==> src/rtl/tm_spike_rate_decoder_if.sv <==
`default_nettype none
// ============================================================================
// Module   : tm_spike_rate_decoder_if
// Brief    : Rate-word stream (valid/ready) from the spike rate decoder.
// Revision : 1.0 - initial release
// ============================================================================
interface tm_spike_rate_decoder_if #(
  parameter int CNT_W = 8
);
  logic [CNT_W-1:0] rate;
  logic [2:0]       rate_ch;
  logic             rate_valid;
  logic             rate_ready;
  logic             frame_done;

  modport master (
    output rate,
    output rate_ch,
    output rate_valid,
    output frame_done,
    input  rate_ready
  );

  modport slave (
    input  rate,
    input  rate_ch,
    input  rate_valid,
    input  frame_done,
    output rate_ready
  );
endinterface
`default_nettype wire

==> src/rtl/tm_spike_rate_decoder.sv <==
`default_nettype none
// ============================================================================
// Module   : tm_spike_rate_decoder
// Brief    : Windowed per-channel spike counter streaming 8 rate words per
//            window; LEAKY_RATE_EN carries half of each count into the next.
// Revision : 1.0 - initial release
// ============================================================================
module tm_spike_rate_decoder #(
  parameter int WINDOW = 255,
  parameter int CNT_W  = 8
) (
  input  wire logic       clk,
  input  wire logic       rst_n,
  input  wire logic       en_i,
  input  wire logic [7:0] spike_i,
  input  wire logic       clr_ovr_i,
  output logic            overrun_o,
  tm_spike_rate_decoder_if.master rate_if
);

  localparam int                 c_win_w    = (WINDOW > 1) ? $clog2(WINDOW) : 1;
  localparam logic [c_win_w-1:0] c_win_last = c_win_w'(WINDOW - 1);
  localparam logic [CNT_W-1:0]   c_cnt_max  = '1;

  typedef enum logic [0:0] {
    S_IDLE  = 1'b0,
    S_DRAIN = 1'b1
  } state_t;

  state_t                  state_q, state_d;
  logic [c_win_w-1:0]      win_q, win_d;
  logic [2:0]              ch_q, ch_d;
  logic                    fd_q, fd_d;
  logic                    ovr_q, ovr_d;
  logic [7:0][CNT_W-1:0]   shadow_q;
  logic [7:0][CNT_W-1:0]   w_snap;
  logic                    w_wend;
  logic                    w_xfer;
  logic                    w_load;

  assign w_wend = en_i && (win_q == c_win_last);
  assign w_xfer = (state_q == S_DRAIN) && rate_if.rate_ready;

  always_comb begin
    win_d = win_q;
    if (en_i) begin
      win_d = w_wend ? '0 : win_q + c_win_w'(1);
    end
  end

  for (genvar gi = 0; gi < 8; gi++) begin : g_chan
    logic [CNT_W-1:0] cnt_q, cnt_d;
    logic [CNT_W:0]   w_sum;

    assign w_sum      = {1'b0, cnt_q} + {{CNT_W{1'b0}}, spike_i[gi]};
    assign w_snap[gi] = w_sum[CNT_W] ? c_cnt_max : w_sum[CNT_W-1:0];

    always_comb begin
      cnt_d = cnt_q;
      if (en_i) begin
        if (w_wend) begin
`ifdef LEAKY_RATE_EN
          cnt_d = w_snap[gi] >> 1;
`else
          cnt_d = '0;
`endif
        end else begin
          cnt_d = w_snap[gi];
        end
      end
    end

    always_ff @(posedge clk or negedge rst_n) begin
      if (!rst_n) begin
        cnt_q <= '0;
      end else begin
        cnt_q <= cnt_d;
      end
    end
  end

  // A window ending on the channel-7 transfer reloads the shadow bank
  // immediately, so the stream restarts without a bubble or an overrun.
  always_comb begin
    state_d = state_q;
    ch_d    = ch_q;
    fd_d    = 1'b0;
    ovr_d   = ovr_q;
    w_load  = 1'b0;
    case (state_q)
      S_IDLE: begin
        if (w_wend) begin
          w_load  = 1'b1;
          state_d = S_DRAIN;
          ch_d    = 3'd0;
        end
      end
      S_DRAIN: begin
        if (w_xfer) begin
          if (ch_q == 3'd7) begin
            ch_d = 3'd0;
            fd_d = 1'b1;
            if (w_wend) begin
              w_load = 1'b1;
            end else begin
              state_d = S_IDLE;
            end
          end else begin
            ch_d = ch_q + 3'd1;
          end
        end
      end
      default: begin
        state_d = S_IDLE;
        ch_d    = 3'd0;
      end
    endcase
    if (w_wend && !w_load) begin
      ovr_d = 1'b1;
    end else if (clr_ovr_i) begin
      ovr_d = 1'b0;
    end
  end

  always_ff @(posedge clk or negedge rst_n) begin
    if (!rst_n) begin
      state_q  <= S_IDLE;
      win_q    <= '0;
      ch_q     <= 3'd0;
      fd_q     <= 1'b0;
      ovr_q    <= 1'b0;
      shadow_q <= '0;
    end else begin
      state_q <= state_d;
      win_q   <= win_d;
      ch_q    <= ch_d;
      fd_q    <= fd_d;
      ovr_q   <= ovr_d;
      if (w_load) begin
        shadow_q <= w_snap;
      end
    end
  end

  assign rate_if.rate       = shadow_q[ch_q];
  assign rate_if.rate_ch    = ch_q;
  assign rate_if.rate_valid = (state_q == S_DRAIN);
  assign rate_if.frame_done = fd_q;
  assign overrun_o          = ovr_q;

endmodule
`default_nettype wire

==> src/flat_wrapper.sv <==
// flat-port wrapper written by rule: the top's interface ports become plain ports
module tm_spike_rate_decoder_flat 
#(
  parameter int WINDOW = 255,
  parameter int CNT_W  = 8
)
  (clk, rst_n, en_i, spike_i, clr_ovr_i, overrun_o, rate_if_rate, rate_if_rate_ch, rate_if_rate_valid, rate_if_frame_done, rate_if_rate_ready);
  tm_spike_rate_decoder_if #(.CNT_W(CNT_W)) rate_if_i ();
  input  wire logic clk;
  input  wire logic rst_n;
  input  wire logic en_i;
  input  wire logic [7:0] spike_i;
  input  wire logic clr_ovr_i;
  output logic overrun_o;
  output wire logic [$bits(rate_if_i.rate)-1:0] rate_if_rate;
  output wire logic [$bits(rate_if_i.rate_ch)-1:0] rate_if_rate_ch;
  output wire logic [$bits(rate_if_i.rate_valid)-1:0] rate_if_rate_valid;
  output wire logic [$bits(rate_if_i.frame_done)-1:0] rate_if_frame_done;
  input wire logic [$bits(rate_if_i.rate_ready)-1:0] rate_if_rate_ready;
  assign rate_if_rate = rate_if_i.rate;
  assign rate_if_rate_ch = rate_if_i.rate_ch;
  assign rate_if_rate_valid = rate_if_i.rate_valid;
  assign rate_if_frame_done = rate_if_i.frame_done;
  assign rate_if_i.rate_ready = rate_if_rate_ready;
  tm_spike_rate_decoder #(.WINDOW(WINDOW), .CNT_W(CNT_W)) u_core (.clk(clk), .rst_n(rst_n), .en_i(en_i), .spike_i(spike_i), .clr_ovr_i(clr_ovr_i), .overrun_o(overrun_o), .rate_if(rate_if_i));
endmodule
==> config.mk <==
export PLATFORM = sky130hd
export DESIGN_NAME = tm_spike_rate_decoder_flat
export DESIGN_NICKNAME = d
export VERILOG_FILES = /design/src/rtl/tm_spike_rate_decoder_if.sv /design/src/rtl/tm_spike_rate_decoder.sv /design/src/flat_wrapper.sv
export SDC_FILE = /design/constraint.sdc
export NUM_CORES = 1
export LEC_CHECK = 0
export CORE_MARGIN = 4
export CORE_UTILIZATION = 30
export DETAILED_ROUTE_END_ITERATION = 12
export GPL_TIMING_DRIVEN = 1
export PLACE_DENSITY = 0.51
export SYNTH_ARGS = -nofsm -noshare
export SYNTH_HDL_FRONTEND = slang
export SYNTH_SLANG_ARGS = --single-unit
==> constraint.sdc <==
create_clock -name clk -period 2.37 [get_ports clk]
set_input_delay 0.237 -clock clk [delete_from_list [all_inputs] [get_ports clk]]
set_output_delay 0.237 -clock clk [all_outputs]
set_load 0.02 [all_outputs]
==> impl_metrics.json, run 1 <==
{
  "status": "completed",
  "yosysWarnings": 0,
  "final_cell_mix": "141 x dfrtp_1, 78 x a21oi_1, 73 x nand2_1",
  "hold_class": "in -> reg",
  "dr.first_iter.drc_count": 413,
  "path_class": "reg -> out",
  "vias": 5830,
  "cts_tree": "built",
  "rsz0062_at_grt": "false",
  "dieArea_um2": 27700,
  "yosys-top-cells-area": "dfrtp_1 47%, a21oi_1 5.2%, nand2_1 3.6%, nor2_1 3.4%, ha_1 3.3%",
  "required_ns": 2.13,
  "synthesis.area_um2": 7530,
  "cp.arrival_ns": 2.04,
  "drive_gt1_frac": 0.128,
  "irDropWorstVdd_mv": 0.429,
  "chipHeight_um": 166,
  "antenna_found_initial": 0,
  "design_area_um2": 8790,
  "tns_ns": 0,
  "slew_headroom": 0.521,
  "ys_types": 53,
  "initial_core_util": 0.307,
  "routed_via_density": 5.14,
  "wl_per_cell_um": 17.0,
  "die_w_um": 166,
  "grt_usage": 0.144,
  "synth_top_area_cell": "dfrtp_1",
  "final_nets": 831,
  "numCtsBuffers": 17,
  "startpoint_type": "flip-flop",
  "synth_edf_count": 0,
  "avgSynthCellArea_um2": 9.79,
  "fin_crit_sh": 0.959,
  "tightest_slew_ns": 0.718,
  "drv_slew": 0,
  "synth_top_cell_area_share": 0.472,
  "pin_count": 27,
  "routed_wl_mm": 19.3,
  "hpwl_mm": 13.4,
  "portBuffers": 26,
  "synthToLayoutAreaGrowth_pct": 16.6,
  "grt_overflow_total": 0,
  "syn-num-nets": 803,
  "grt_max_degree": 65,
  "grt_pass1_wl_mm": 32.2,
  "synth-async-reset-ratio": 1.00,
  "gp_congestion": 0.784,
  "synth_flop_cell": "dfrtp_1",
  "cts.path.max_buffers": 2,
  "postSynthCellCount": 770,
  "ant_nets": 0,
  "n_antenna_cell": 0,
  "layout_commonest_cell": "dfrtp_1",
  "fin_crit_ns": 2.27,
  "dr.pass1.iters": 5,
  "crit_path_end_kind": "output port",
  "clock_sinks": 142,
  "ys_seq_area_frac": 0.472,
  "p_leak_nw": 3.82,
  "clock-root-buffer": "clkbuf_16",
  "crit_fanout": 12,
  "num_rows": 57,
  "clock_latency_ns": 0.43,
  "finalClockSkew_ns": 0.00938,
  "synth_seq_cells": 142,
  "fmaxAchievable_mhz": 440,
  "setup_violations": 0,
  "drc_errors": 0,
  "power.density_nw_per_um2": 855,
  "clk_pin_slew_worst_paths_ns": 0.06,
  "maxCapViolCount": 0,
  "hold_viol": 0,
  "post_cts_buffers": 0,
  "design.core.area_um2": 24500,
  "grt_pass1_vias": 5733,
  "placed_area_um2": 8190,
  "post-route-util": 0.358,
  "htree_levels": 4
}
[state kept, by name, summed over array words and instances (netlist names)]
register                   count
u_core.shadow_q               64
u_core.rate_if.rate_valid      1
u_core.rate_if.frame_done      1
u_core.win_q                   8
u_core.overrun_o               1
u_core.g_chan.cnt_q           64
u_core.rate_if.rate_ch         3
[worst max-delay path: stages, from the launching register on]
cell and delay [ns]:
dfrtp_2 0.41, buf_12 0.16, mux4_2 0.52, mux2_4 0.27
clkdlybuf4s15_2 0.25
[final timing paths]
kind                                           start                        end  slack [ns]  depth (start not counted)
setup / recovery           u_core.rate_if.rate_ch[0]            rate_if_rate[3]         0.1                          4
hold / removal                                  en_i            u_core.win_q[6]        0.21                          3
setup reg to reg                     u_core.win_q[0]        u_core.shadow_q[61]        0.24                          6
hold reg to reg                  u_core.shadow_q[39]        u_core.shadow_q[39]        0.48                          2
max in group asynchronous                      rst_n        u_core.shadow_q[38]        1.22                          3
min in group asynchronous                      rst_n  u_core.g_chan[4].cnt_q[0]        0.38                          2
[area by class of cell]
class,instances,area (um^2)
clock buffer,22,464
clock inverter,10,161
fill,2528,15700
inverter,30,113
multi-input combinational,556,3610
sequential,142,3550
tap,324,405
timing repair buffer,51,478
[cell usage after synthesis, drive strengths merged, types with 5 or more instances]
cell and instances:
mux2i 5, nand2 75, nand4 24, and2 8
xnor2 10, or2 11, nand3 24, a41oi 5
ha 20, a31oi 25, o21ai 74, o22ai 28
mux2 9, clkbuf 14, and3 14, inv 30
and4 5, nor2 68, a21oi 79, o31ai 11
dfrtp 142, buf 28, mux4 16, xor2 14
nor3 6
[per-layer routing]
layer,GRT usage,share of wire
met1,0.222,0.54
met2,0.199,0.42
met3,0.0254,0.030
met4,0.0530,0.016
met5,0,0
[logic make-up after synthesis]
logic type	after synthesis	share of synthesized area
DFF	142	0.472
muxes	30	0.0759
xor gates and xnor gates	24	0.0279
and+or+nand+nor	236	0.152
buffers and inverters	72	0.0487
AOI/OAI and AO/OA	246	0.190
adders and majority gates	20	0.0332
[per-stage QoR]
step / cells / hold WS, ns / setup WS [ns] / power, mW
after floorplan: 770 / -0.0586 / 0.561 / 4.23
after global placement: 1102 / 0.290 / 0.177 / 4.67
after detailed placement: 1102 / 0.303 / 0.127 / 4.68
after CTS: 1135 / 0.186 / 0.00466 / 7.57
after global routing: 1135 / 0.234 / 0.0211 / 7.96
final: 1135 / 0.207 / 0.0965 / 7.52
[where the power goes]
group          switching (mW)  total, mW  leakage [nW]  internal [mW]
logic                   0.746       1.32          1.64          0.577
registers               0.518       3.33          1.89           2.81
clock network            1.05       2.87         0.296           1.82
total                    2.31       7.52          3.82           5.20
[what timing repair did]
item / 4_1_cts / 5_1_grt
hold buffers: 1 / 0
hold endpoints to repair: 59 / 0
resized for setup: 25 / 8
setup endpoints to repair: 8 / 8
No activity file was read; power rests on OpenSTA's default activity.
==> run 2: changes to the inputs <==
--- a/config.mk
+++ b/config.mk
@@ -9,7 +9,8 @@
 export CORE_UTILIZATION = 30
 export DETAILED_ROUTE_END_ITERATION = 12
 export GPL_TIMING_DRIVEN = 1
-export PLACE_DENSITY = 0.51
+export PLACE_DENSITY = 0.48
 export SYNTH_ARGS = -nofsm -noshare
 export SYNTH_HDL_FRONTEND = slang
 export SYNTH_SLANG_ARGS = --single-unit
+export TNS_END_PERCENT = 1
==> run 2 against run 1 <==
Effect of this change: clock power increased by 11%; global-route usage is 0.19 points higher; flip-flop and latch count did not move; utilization up 0.37 points; power up 5.0%; combinational power rose by 5%; design area increased by 1.0%; maximum frequency about the same; via count increased by 0.65%; routed wire length rose by 1.6%; highest routed layer unchanged.
==> impl_metrics.json, run 2 (synthesis gave the netlist of run 1 again) <==
{
  "status": "completed",
  "cp.arrival_ns": 2.04,
  "final_cells": 1141,
  "dr.first_iter.drc_count": 452,
  "path_class": "reg -> out",
  "drc_errors": 0,
  "reg2reg_depth": 9,
  "dieArea_um2": 27700,
  "grt_max_degree": 78,
  "tns_ns": 0,
  "vias": 5868,
  "grt_pass1_vias": 5759,
  "num_rows": 57,
  "rsz0062_at_grt": "false",
  "clock_sinks": 142,
  "slew_headroom": 0.456,
  "setup_violations": 0,
  "drive_gt1_frac": 0.138,
  "grt_usage": 0.145,
  "clk_pin_slew_worst_paths_ns": 0.06,
  "fin_crit_sh": 0.959,
  "die_w_um": 166,
  "portBuffers": 26,
  "hold_viol": 0,
  "crit_path_end_kind": "output port",
  "hold_class": "in -> async",
  "final_cell_mix": "141 x dfrtp_1, 78 x a21oi_1, 73 x nand2_1",
  "dr.pass1.iters": 5,
  "chipHeight_um": 166,
  "cts_tree": "built",
  "final_nets": 837,
  "initial_core_util": 0.307,
  "irDropWorstVdd_mv": 0.421,
  "fin_crit_ns": 2.27,
  "startpoint_type": "flip-flop",
  "p_leak_nw": 3.87,
  "clock_latency_ns": 0.43,
  "ant_nets": 0,
  "required_ns": 2.13,
  "crit_fanout": 5,
  "reg.largest.list": "u_core.g_chan.cnt_q (64), u_core.shadow_q (64), u_core.win_q (8)",
  "clock-root-buffer": "clkbuf_16",
  "antenna_found_initial": 2,
  "finalClockSkew_ns": 0.0113,
  "wl_per_cell_um": 17.2,
  "n_antenna_cell": 0,
  "design.core.area_um2": 24500,
  "synthToLayoutAreaGrowth_pct": 17.8,
  "r2r_start": "u_core.rate_if.rate_ch[0]",
  "hpwl_mm": 13.6,
  "layout_commonest_cell": "dfrtp_1",
  "power.density_nw_per_um2": 889,
  "routed_wl_mm": 19.6,
  "routed_via_density": 5.14,
  "pin_count": 27,
  "gp_congestion": 0.782,
  "grt_pass1_wl_mm": 32.4,
  "worst_r2r_endpoint": "u_core.shadow_q[41]",
  "tightest_slew_ns": 0.816,
  "numCtsBuffers": 17,
  "grt_overflow_total": 0,
  "fmaxAchievable_mhz": 440,
  "drv_slew": 0,
  "maxCapViolCount": 0,
  "cts.path.max_buffers": 2,
  "placedCellCount": 1106,
  "worst-r2r-setup-slack_ns": 0.22,
  "htree_levels": 4
}
[run 2: stage by stage]
stage               utilization  total power [mW]  cell area, um^2  setup WS [ns]  hold slack (ns)
finish                    0.362              7.89             8880         0.0974            0.332
CTS                       0.361              7.98             8870         0.0240            0.346
floorplan                     -              4.23             7530          0.561          -0.0586
global placement          0.333              4.72             8170         0.0743            0.219
global route              0.362              8.38             8880         0.0160            0.369
detailed placement        0.333              4.73             8170         0.0149            0.220
[run 2: layout make-up]
cell class / instances / area [um^2]
inverters: 30 / 113
clock inverters: 14 / 264
multi-input cells: 557 / 3620
clock buffers: 18 / 439
well taps: 324 / 405
fillers: 2477 / 15700
repair buffers: 56 / 480
flip-flops and latches: 142 / 3550
[run 2: metal layers]
layer / vias to the layer above / wire length [um] / GRT usage
li1: 2897 / - / -
met1: 2855 / 10500 / 0.228
met2: 100 / 8220 / 0.202
met3: 16 / 668 / 0.0320
met4: 0 / 201 / 0.0363
met5: - / 0 / 0
[run 2: worst max-delay path, cell delays in order (launching register included)]
cell and delay (ns):
dfrtp_2 0.41, buf_6 0.15, mux4_2 0.51, mux2_4 0.29, clkdlybuf4s15_2 0.26
[run 2: power by group]
group / switching, mW / leakage (nW) / total [mW] / internal [mW]
Sequential: 0.509 / 1.89 / 3.32 / 2.81
Combinational: 0.792 / 1.65 / 1.38 / 0.585
Clock: 1.08 / 0.332 / 3.19 / 2.11
Total: 2.38 / 3.87 / 7.89 / 5.51
[run 2: timing repair]
action / 4_1_cts / 5_1_grt
resized for setup: 36 / 1
pin swaps: 1 / 1
hold buffers: 1 / 0
setup endpoints to repair: 8 / 29
hold endpoints to repair: 42 / 0
buffers inserted: 1 / 0
cloned: 0 / 1
[run 2: worst max-delay path by stage]
stage / from / endpoint / slack, ns / cells past startpoint
finish: u_core.rate_if.rate_ch[0] / rate_if_rate[6] / 0.1 / 4
CTS: u_core.rate_if.rate_ch[0] / rate_if_rate[3] / 0.02 / 4
detailed placement: u_core.win_q[0] / u_core.shadow_q[4] / 0.01 / 7
floorplan: u_core.rate_if.rate_ch[0] / rate_if_rate[2] / 0.56 / 4
global placement: u_core.win_q[0] / u_core.shadow_q[30] / 0.07 / 7
global route: u_core.rate_if.rate_ch[0] / rate_if_rate[7] / 0.02 / 4
==> run 3: changes to the inputs <==
--- a/config.mk
+++ b/config.mk
@@ -5,11 +5,13 @@
 export SDC_FILE = /design/constraint.sdc
 export NUM_CORES = 1
 export LEC_CHECK = 0
+export ABC_AREA = 1
 export CORE_MARGIN = 4
 export CORE_UTILIZATION = 30
 export DETAILED_ROUTE_END_ITERATION = 12
 export GPL_TIMING_DRIVEN = 1
 export PLACE_DENSITY = 0.48
+export SLEW_MARGIN = 20
 export SYNTH_ARGS = -nofsm -noshare
 export SYNTH_HDL_FRONTEND = slang
 export SYNTH_SLANG_ARGS = --single-unit
==> run 3 against run 2 <==
Effect of this change: synthesized cell count rose by 40%; routed wire length barely moved; design area rose by 0.38%; utilization fell by 0.69 points; critical path type unchanged; largest power group unchanged; register-to-register slack improved by 0.24 ns; critical path depth rose by 3; count of clock-buffer cells in the layout rose by 3; flip-flop and latch count did not move; first-iteration DRC count fell by 15%; clock power fell by 15%.
==> impl_metrics.json, run 3 <==
{
  "n_antenna_cell": 0,
  "portBuffers": 26,
  "num_rows": 58,
  "postSynthCellCount": 1075,
  "path_cells": "inv_1, buf_4, nor2_1, o21ai_0, nand2_1, nand2_1, dlygate4sd2_1",
  "setup_violations": 0,
  "syn-num-nets": 1108,
  "drive_gt1_frac": 0.0592,
  "yosysWarnings": 0,
  "fin_crit_sh": 0.916,
  "grt_pass1_wl_mm": 33.8,
  "synth-async-reset-ratio": 1.00,
  "design.core.area_um2": 25100,
  "grt_max_degree": 59,
  "tightest_slew_ns": 0.465,
  "dieArea_um2": 28000,
  "slew_headroom": 0.690,
  "irDropWorstVdd_mv": 0.312,
  "hold_class": "in -> async",
  "final_nets": 1135,
  "wl_per_cell_um": 13.6,
  "chipHeight_um": 167,
  "tns_ns": 0,
  "clock-root-buffer": "clkbuf_16",
  "synth_top_cell_area_share": 0.466,
  "final_cell_mix": "478 x nand2_1, 142 x dfrtp_1, 92 x inv_1",
  "routed_wl_mm": 19.6,
  "initial_core_util": 0.304,
  "ys_types": 29,
  "drv_slew": 0,
  "crit_path_end_kind": "output port",
  "clock_latency_ns": 0.42,
  "synth_seq_cells": 142,
  "crit_slowest_cell": "dfrtp_1",
  "power.density_nw_per_um2": 790,
  "finalClockSkew_ns": 0.0119,
  "gp_congestion": 0.819,
  "post_cts_buffers": 0,
  "cts.path.max_buffers": 2,
  "final_cells": 1445,
  "htree_levels": 4,
  "maxCapViolCount": 0,
  "antenna_found_initial": 0,
  "numCtsBuffers": 17,
  "p_leak_nw": 4.75,
  "yosys-top-cells-area": "dfrtp_1 47%, nand2_1 24%, o21ai_0 5.5%, nand3_1 5.0%, inv_1 4.6%",
  "clock_sinks": 142,
  "startpoint_type": "flip-flop",
  "synth_flop_cell": "dfrtp_1",
  "path_common_cell": "nand2_1",
  "rsz0062_at_grt": "false",
  "crit_fanout": 20,
  "grt_overflow_total": 0,
  "cpPeakStageDelay_ns": 0.40,
  "avgSynthCellArea_um2": 7.09,
  "cp.arrival_ns": 1.93,
  "clk_pin_slew_worst_paths_ns": 0.06,
  "fin_crit_ns": 2.17,
  "dr.pass1.iters": 4,
  "fmaxAchievable_mhz": 461,
  "drc_errors": 0,
  "dr.first_iter.drc_count": 384,
  "path_class": "reg -> out",
  "yosys.cell_count.top_type": "nand2_1",
  "fillers": 2719,
  "ant_nets": 0,
  "status": "completed",
  "hold_viol": 0,
  "layout_commonest_cell": "nand2_1",
  "synthToLayoutAreaGrowth_pct": 16.9,
  "vias": 6519,
  "placedCellCount": 1412,
  "required_ns": 2.13,
  "ys_seq_area_frac": 0.466,
  "cts_tree": "built",
  "synth_edf_count": 0,
  "synthesis.area_um2": 7620,
  "routed_via_density": 4.51,
  "hpwl_mm": 13.9,
  "synth_common_cells": "478 x nand2_1, 142 x dfrtp_1, 93 x inv_1",
  "synth_top_area_cell": "dfrtp_1",
  "grt_usage": 0.148,
  "pin_count": 27,
  "die_w_um": 167,
  "reg.largest.list": "u_core.g_chan.cnt_q (64), u_core.shadow_q (64), u_core.win_q (8)",
  "grt_pass1_vias": 6474
}
run 3: report_power, final:
part / internal (mW) / leakage (nW) / switching [mW]
sequential: 2.77 / 1.86 / 0.350
clock: 1.65 / 0.294 / 1.06
combinational: 0.452 / 2.60 / 0.760
run 3: final cells by class:
class	instances	area, um^2	share of cell area
tap	330	413	0.0463
clock buffer	21	480	0.0539
multi-input combinational	802	3540	0.397
clock inverter	11	114	0.0128
inverter	94	353	0.0396
sequential	142	3550	0.399
timing repair buffer	45	459	0.0515
run 3: final timing paths:
path / start / to / slack [ns] / cells after the start
hold reg to reg: u_core.shadow_q[25] / u_core.shadow_q[25] / 0.47 / 2
min in group clk: clr_ovr_i / u_core.overrun_o / 0.40 / 2
hold / removal: rst_n / u_core.g_chan[7].cnt_q[5] / 0.31 / 2
max in group asynchronous: rst_n / u_core.g_chan[4].cnt_q[5] / 1.37 / 3
setup reg to reg: u_core.rate_if.rate_ch[1] / u_core.shadow_q[37] / 0.46 / 9
setup / recovery: u_core.rate_if.rate_ch[0] / rate_if_rate[4] / 0.20 / 7
run 3: repair_timing:
item                                   4_1_cts  5_1_grt
endpoints found under the hold margin       43        0
setup endpoints to repair                    8        0
gates resized for setup                      8        0
hold buffers                                 1        0
run 3: worst max-delay path, delay by kind of cell (launching register included):
kind                   cells  cell delay [ns]
AOI/OAI and AO/OA          1             0.19
DFF                        1             0.40
buffers and inverters      3             0.64
and+or+nand+nor            3             0.28
run 3: layer usage:
metal	track usage	share of wire	vias up
met4	0.0318	0.0083	0
met3	0.0274	0.028	13
met1	0.219	0.53	3012
met2	0.225	0.44	65
li1	-	-	3429
met5	0	0	-
run 3: logic make-up after synthesis:
family,Yosys count,share of synthesized area
xor gates and xnor gates,3,0.00345
buffers and inverters,131,0.0699
AOI/OAI and AO/OA,118,0.0788
and+or+nand+nor,661,0.349
adders and majority gates,20,0.0328
DFF,142,0.466
run 3: stage by stage:
step           setup slack [ns]  hold slack [ns]  instance area, um^2  total power [mW]  utilization
2_1_floorplan             0.699          -0.0586                 7620              3.98            -
3_3_place_gp              0.330            0.204                 8320              4.38        0.331
3_5_place_dp              0.345            0.197                 8320              4.38        0.331
4_1_cts                   0.169            0.307                 8910              7.14        0.355
5_1_grt                  0.0524            0.347                 8910              7.53        0.355
6_report                  0.199            0.306                 8910              7.04        0.355
